### src/rtl/pc_fetch_if.sv
// Fetch-side bus between the core datapath and the PC register.
// Handshake: an imem request is outstanding while PCValid=1; it is consumed on a rising
// edge where ImemReady=1 and Stall=0, and only then may PC change.
interface pc_fetch_if;
  logic [31:0] PCPlus4;
  logic [31:0] PCTarget;
  logic [1:0]  PCSrc;
  logic        Stall;
  logic        ImemReady;
  logic [31:0] PC;
  logic        PCValid;
  logic        MisalignedFault;
  logic [31:0] FaultPC;

  modport master (
    output PCPlus4, PCTarget, PCSrc, Stall, ImemReady,
    input  PC, PCValid, MisalignedFault, FaultPC
  );

  modport slave (
    input  PCPlus4, PCTarget, PCSrc, Stall, ImemReady,
    output PC, PCValid, MisalignedFault, FaultPC
  );
endinterface

### src/rtl/pc_fetch_unit.sv
// Program-counter register with next-PC selection, boot delay, stall hold,
// buffered redirects and misaligned-target trapping.
module pc_fetch_unit #(
  parameter logic [31:0] RESET_VECTOR = 32'h0000_0000,
  parameter logic [31:0] TRAP_VECTOR  = 32'h0000_0100,
  parameter int unsigned BOOT_CYCLES  = 2
) (
  input  logic        clk,
  input  logic        reset_n,
  pc_fetch_if.slave   bus,
  output logic        o_dbg_state
);

  typedef enum logic {
    ST_BOOT = 1'b0,
    ST_RUN  = 1'b1
  } state_t;

  state_t      r_state;
  logic [3:0]  r_boot_cnt;
  logic [31:0] r_pc;
  logic        r_pc_valid;
  logic        r_fault;
  logic [31:0] r_fault_pc;
  logic        r_pend_valid;
  logic [31:0] r_pend_pc;

  logic        w_adv;
  logic [31:0] w_tgt;
  logic [31:0] w_nxt;
  logic        w_misaligned;

  always_comb begin
    w_adv = ~bus.Stall & bus.ImemReady;
    w_tgt = 32'h0;
    case (bus.PCSrc)
      2'b01:   w_tgt = bus.PCTarget;
      2'b10:   w_tgt = {bus.PCTarget[31:1], 1'b0};
      2'b11:   w_tgt = TRAP_VECTOR;
      default: w_tgt = 32'h0;
    endcase
    // A redirect presented on the advance cycle beats an older buffered one.
    if (bus.PCSrc != 2'b00)  w_nxt = w_tgt;
    else if (r_pend_valid)   w_nxt = r_pend_pc;
    else                     w_nxt = bus.PCPlus4;
    w_misaligned = (w_nxt != TRAP_VECTOR) && (w_nxt[1:0] != 2'b00);
  end

  always_ff @(posedge clk or negedge reset_n) begin
    if (!reset_n) begin
      r_state      <= ST_BOOT;
      r_boot_cnt   <= 4'd0;
      r_pc         <= RESET_VECTOR;
      r_pc_valid   <= 1'b0;
      r_fault      <= 1'b0;
      r_fault_pc   <= 32'h0;
      r_pend_valid <= 1'b0;
      r_pend_pc    <= 32'h0;
    end else begin
      r_fault <= 1'b0;
      case (r_state)
        ST_BOOT: begin
          if (r_boot_cnt == 4'(BOOT_CYCLES - 1)) begin
            r_state    <= ST_RUN;
            r_pc_valid <= 1'b1;
            r_boot_cnt <= 4'd0;
          end else begin
            r_boot_cnt <= r_boot_cnt + 4'd1;
          end
        end
        ST_RUN: begin
          if (w_adv) begin
            r_pend_valid <= 1'b0;
            if (w_misaligned) begin
              r_pc       <= TRAP_VECTOR;
              r_fault    <= 1'b1;
              r_fault_pc <= w_nxt;
            end else begin
              r_pc <= w_nxt;
            end
          end else if (bus.PCSrc != 2'b00) begin
            r_pend_valid <= 1'b1;
            r_pend_pc    <= w_tgt;
          end
        end
        default: r_state <= ST_BOOT;
      endcase
    end
  end

  assign bus.PC              = r_pc;
  assign bus.PCValid         = r_pc_valid;
  assign bus.MisalignedFault = r_fault;
  assign bus.FaultPC         = r_fault_pc;
  assign o_dbg_state         = r_state;

endmodule
### src/flat_wrapper.sv
// flat-port wrapper written by rule: the top's interface ports become plain ports
module pc_fetch_unit_flat 
#(
  parameter logic [31:0] RESET_VECTOR = 32'h0000_0000,
  parameter logic [31:0] TRAP_VECTOR  = 32'h0000_0100,
  parameter int unsigned BOOT_CYCLES  = 2
)
  (clk, reset_n, o_dbg_state, bus_PCPlus4, bus_PCTarget, bus_PCSrc, bus_Stall, bus_ImemReady, bus_PC, bus_PCValid, bus_MisalignedFault, bus_FaultPC);
  pc_fetch_if bus_i ();
  input  logic clk;
  input  logic reset_n;
  output logic o_dbg_state;
  input wire logic [$bits(bus_i.PCPlus4)-1:0] bus_PCPlus4;
  input wire logic [$bits(bus_i.PCTarget)-1:0] bus_PCTarget;
  input wire logic [$bits(bus_i.PCSrc)-1:0] bus_PCSrc;
  input wire logic [$bits(bus_i.Stall)-1:0] bus_Stall;
  input wire logic [$bits(bus_i.ImemReady)-1:0] bus_ImemReady;
  output wire logic [$bits(bus_i.PC)-1:0] bus_PC;
  output wire logic [$bits(bus_i.PCValid)-1:0] bus_PCValid;
  output wire logic [$bits(bus_i.MisalignedFault)-1:0] bus_MisalignedFault;
  output wire logic [$bits(bus_i.FaultPC)-1:0] bus_FaultPC;
  assign bus_i.PCPlus4 = bus_PCPlus4;
  assign bus_i.PCTarget = bus_PCTarget;
  assign bus_i.PCSrc = bus_PCSrc;
  assign bus_i.Stall = bus_Stall;
  assign bus_i.ImemReady = bus_ImemReady;
  assign bus_PC = bus_i.PC;
  assign bus_PCValid = bus_i.PCValid;
  assign bus_MisalignedFault = bus_i.MisalignedFault;
  assign bus_FaultPC = bus_i.FaultPC;
  pc_fetch_unit #(.RESET_VECTOR(RESET_VECTOR), .TRAP_VECTOR(TRAP_VECTOR), .BOOT_CYCLES(BOOT_CYCLES)) u_core (.clk(clk), .reset_n(reset_n), .bus(bus_i), .o_dbg_state(o_dbg_state));
endmodule
### config.mk
export PLATFORM = sky130hd
export DESIGN_NAME = pc_fetch_unit_flat
export DESIGN_NICKNAME = d
export VERILOG_FILES = /design/src/rtl/pc_fetch_if.sv /design/src/rtl/pc_fetch_unit.sv /design/src/flat_wrapper.sv
export SDC_FILE = /design/constraint.sdc
export NUM_CORES = 1
export LEC_CHECK = 0
export ABC_AREA = 1
export CAP_MARGIN = 10
export CORE_MARGIN = 8
export CORE_UTILIZATION = 35
export CTS_CLUSTER_DIAMETER = 200
export DETAILED_ROUTE_END_ITERATION = 10
export PLACE_DENSITY = 0.73
export SYNTH_ARGS = -nofsm -noshare
export SYNTH_HDL_FRONTEND = slang
export SYNTH_SLANG_ARGS = --single-unit
### constraint.sdc
create_clock -name clk -period 1.85 [get_ports clk]
set_input_delay 0.2775 -clock clk [delete_from_list [all_inputs] [get_ports clk]]
set_output_delay 0.2775 -clock clk [all_outputs]
set_load 0.05 [all_outputs]
==> results.md <==
| Stage | Result | This run |
| --- | --- | --- |
| setup path | Worst Setup Path Type | flip-flop to output pin |
| clock network | Buffers from clock root to sink, at most | 2 |
| yosys | Portion of synthesized cell area occupied by the leading cell type | 53.79% |
| routing | Routed WL | 14.53 mm |
| floorplan | Vertical extent of the die | 133.6 um |
| run | Reported max-cap violation count | 0 |
| sta | Final period utilization | 97.76% |
| global route | Via count of the first global-routing pass | 4,749 |
| yosys | Synth async-reset ratio | 100.0% |
| sta | Tightest slew margin relative to the limit | 61.86% |
| clock network | H-tree level count | 3 |
| floorplan | Number of primary I/O pins | 137 |
| setup path | Required time reported for the critical path endpoint | 1570 ps |
| sta | Highest Clock Rate | 0.5529 GHz |
| floorplan | Number of rows in the core area | 43 |
| setup path | Worst path bufs/invs | 1 |
| routing | Starting DRC count in detailed routing | 300 |
| sta | Worst-case clock skew | 6.816 ps |
| placement | Half-perimeter wire length after placement | 10.20 mm |
| clock network | Total CTS buffers | 9 |
| final layout | Total area of sequential cells | 0.002604 mm^2 |
| yosys | Netlist Area Pre-Place | 0.004838 mm^2 |
| global route | Residual overflow from global routing | 0 |
| clock network | Number of sinks driven by the clock tree | 104 |
| routing | Remaining routing DRC violations | 0 |
| yosys | Cell with the most instances after synthesis | sky130_fd_sc_hd__nand2_1 |
| sta | Worst hold-check slack | -4.070 ps |
| yosys | Number of standard cells after synthesis | 629 |
| sta | Setup-failing EPs final | 0 |
| yosys | Cell types with the highest counts after synthesis | 263 x sky130_fd_sc_hd__nand2_1, 104 x sky130_fd_sc_hd__dfrtp_1, 64 x sky130_fd_sc_hd__nand3_1, 59 x sky130_fd_sc_hd__o21ai_0, 48 x sky130_fd_sc_hd__inv_1 |
| clock network | Clock transition at path regs | 70 ps |
| setup path | Largest delay contributor family on the critical path | buffers and inverters |
| setup path | Slowest stage delay, CP | 820 ps |
| routing | Initial DRT Pass Iterations | 5 |
| routing | Routed wire per std cell | 15.31 um |
| setup path | Endpoint arrival time on the critical path | 1530 ps |
| global route | Met2 track demand over resource | 27.03% |
| floorplan | Full die area | 0.01784 mm^2 |
| yosys | Post-synth EDFFs | 0 |
| placement | Buffers added on ports | 136 |
| yosys | Total number of yosys warnings | 0 |
| sta | Final min period | 1809 ps |
| routing | Vias per inst | 4.748 |
| clock network | Clock root buffer | sky130_fd_sc_hd__clkbuf_16 |
| setup path | Cell at the slowest stage of the critical path | sky130_fd_sc_hd__clkdlybuf4s50_1 |
| final layout | Fraction of layout cells with a size suffix above 1 | 7.412% |
| global route | Layer with the highest usage | met2 |
| power | Pwr Density | 1016 mW/mm^2 |
| global route | Initial antenna violation count | 0 |
| clock network | Cts-stage hold buffer count | 0 |
| power | Static leakage | 3.568 nW |
| placement | Routability congestion estimate from global placement | 0.7900 |
| yosys | Post-Synthesis Mean Instance Area | 7.692 um^2 |
| global route | GR met1 Demand/Resource | 21.32% |
| final layout | Final #Nets | 834 |
| final layout | Non-filler cells, final | 949 |
| setup path | Element type at the critical path end | output pin |
| global route | First-pass GRT wire length | 24.43 mm |
| sta | Final worst slack | 41.43 ps |
| yosys | Predominant post-synthesis flop cell | sky130_fd_sc_hd__dfrtp_1 |
| power | Maximum resistive drop on vdd | 0.5616 mV |
| routing | Number of vias in the routed layout | 4,506 |
| setup path | Critical path cell sequence | clkdlybuf4s50_1 |
| global route | Pin count of the biggest net entering global routing | 105 |
| worst hold path | Worst hold path class | input port to async pin |
| final layout | Final Core Density | 50.38% |
| yosys | Seq/Total Area, Yosys | 53.79% |
| power | PnR Total Power | 6.996 mW |
| sta | RSZ-0062 raised after global routing | no |
| clock network | CTS tree | done |
| placement | Setup slack at placement | -119.7 ps |
| floorplan | Placeable core region | 0.01367 mm^2 |
| floorplan | Die Wd | 133.6 um |
| routing | Count of nets left with antenna violations after detail routing | 0 |
| placement | Number of placed instances with taps included | 933 |
| clock network | Number of setup buffers added after CTS | 0 |
| yosys | Post-synthesis cell type with the largest combined area | sky130_fd_sc_hd__dfrtp_1 |
| final layout | Antenna Cells | 0 |
| final layout | Fillers | 1,307 |
| floorplan | Starting Density | 35.41% |
| sta | Count of final max-slew check failures | 0 |
| yosys | Unique masters post-synth | 20 |
| yosys | Flip-flop and latch count after synthesis | 104 |
| clock network | Clock insertion delay at the later pin of the skew report | 340 ps |
| final layout | Multi-input gate area | 0.001872 mm^2 |
| status | Violations in the final reports | negative hold slack |
| global route | Total global routing track utilization | 16.83% |
| yosys | Area contributors post-synth | sky130_fd_sc_hd__dfrtp_1 54%, sky130_fd_sc_hd__nand2_1 20%, sky130_fd_sc_hd__nand3_1 6.6% |
| global route | Met3 GRT Util | 4.518% |
| sta | Hold Violations, Final | 3 |
| status | Result of the run | complete, but fails checks |
| clock network | CTS resizes | 0 |
| yosys | Net count of the mapped netlist | 699 |
| setup path | Maximum fanout count along the critical path | 2 |
| setup path | Category of the worst setup path launch point | flip-flop |
| sta | Worst-margin pin slew | 572.2 ps |
| final layout | Area grow syn2layout | 42.28% |
## report_power, final
group	internal (mW)	total [mW]	switching (mW)	leakage, nW
combinational	0.828	2.34	1.51	2.09
clock	1.05	1.87	0.819	0.134
sequential	2.59	2.79	0.193	1.34
## final cells by class
type / count / share of cell area [%]
Clock buffer: 13 / 3.490
Clock inverter: 3 / 0.6180
Inverter: 51 / 2.781
Multi-Input combinational cell: 434 / 27.19
Sequential cell: 104 / 37.82
Tap cell: 180 / 3.272
Timing Repair Buffer: 164 / 24.83
## metal layers
layer	vias up	share of wire (%)
li1	2249	-
met1	2095	44
met2	144	47
met3	18	7.3
met4	0	1.8
met5	-	0
## path summary, 6_finish.rpt
kind	slack, ps	endpoint	depth (start not counted)	startpoint
hold reg to reg	460	u_core.o_dbg_state$_DFF_PN0_	1	u_core.r_boot_cnt[1]$_DFFE_PN0N_
max in group asynchronous	1410	u_core.bus.FaultPC[19]$_DFFE_PN0P_	2	reset_n
hold / removal	-4	u_core.r_pend_pc[4]$_DFFE_PN0P_	2	reset_n
min in group clk	460	u_core.o_dbg_state$_DFF_PN0_	1	u_core.r_boot_cnt[1]$_DFFE_PN0N_
setup / recovery	40	bus_PC[17]	1	u_core.bus.PC[17]$_DFFE_PN0P_
setup reg to reg	300	u_core.bus.PC[8]$_DFFE_PN0P_	7	u_core.r_pend_valid$_DFFE_PN0P_
## flip-flops by register name, indices dropped and copies added (netlist names)
name,flops
u_core.bus.FaultPC,32
u_core.bus.MisalignedFault,1
u_core.bus.PC,32
u_core.bus.PCValid,1
u_core.o_dbg_state,1
u_core.r_boot_cnt,4
u_core.r_pend_pc,32
u_core.r_pend_valid,1
## per-stage QoR
stage / hold slack (ps) / setup TNS (ps) / area, um^2
after floorplan: -18.09 / 0 / 4838
after global placement: 399.9 / -520.9 / 6569
after detailed placement: 399.0 / -2225 / 6569
after CTS: 27.77 / 0 / 6852
after global routing: 57.15 / 0 / 6884
final: -4.070 / 0 / 6884
## layout by cell type (no fill, tap or decap), types with 2 or more instances in the layout
cell type                           n
sky130_fd_sc_hd__nand3_1           64
sky130_fd_sc_hd__xnor2_1            2
sky130_fd_sc_hd__o21ai_0           59
sky130_fd_sc_hd__nor2_1             6
sky130_fd_sc_hd__dlymetal6s2s_1    13
sky130_fd_sc_hd__nand2_1          262
sky130_fd_sc_hd__nor2_4             2
sky130_fd_sc_hd__inv_1             48
sky130_fd_sc_hd__o21ai_1            3
sky130_fd_sc_hd__buf_12            10
sky130_fd_sc_hd__clkbuf_1           4
sky130_fd_sc_hd__clkbuf_16          9
sky130_fd_sc_hd__a21oi_1           30
sky130_fd_sc_hd__buf_4             26
sky130_fd_sc_hd__dfrtp_1          103
sky130_fd_sc_hd__inv_2              3
sky130_fd_sc_hd__clkdlybuf4s50_1  115
## worst register-to-register path, stage by stage (launching register included)
cell                       delay (ps)
sky130_fd_sc_hd__dfrtp_2          510
sky130_fd_sc_hd__inv_2            120
sky130_fd_sc_hd__nand2_1           70
sky130_fd_sc_hd__nand3_1           70
sky130_fd_sc_hd__nand2_1          100
sky130_fd_sc_hd__nor2_4           150
sky130_fd_sc_hd__buf_4            270
sky130_fd_sc_hd__a21boi_0         130
## logic make-up after synthesis
kind of cell | count (synthesis) | share of synthesized area (%)
xor+xnor | 2 | 0.3621
simple gates | 337 | 28.06
buf+inv | 91 | 7.784
flops | 104 | 53.79
compound gates | 95 | 10.01
Note: power is estimated with default switching activity, not from simulation.
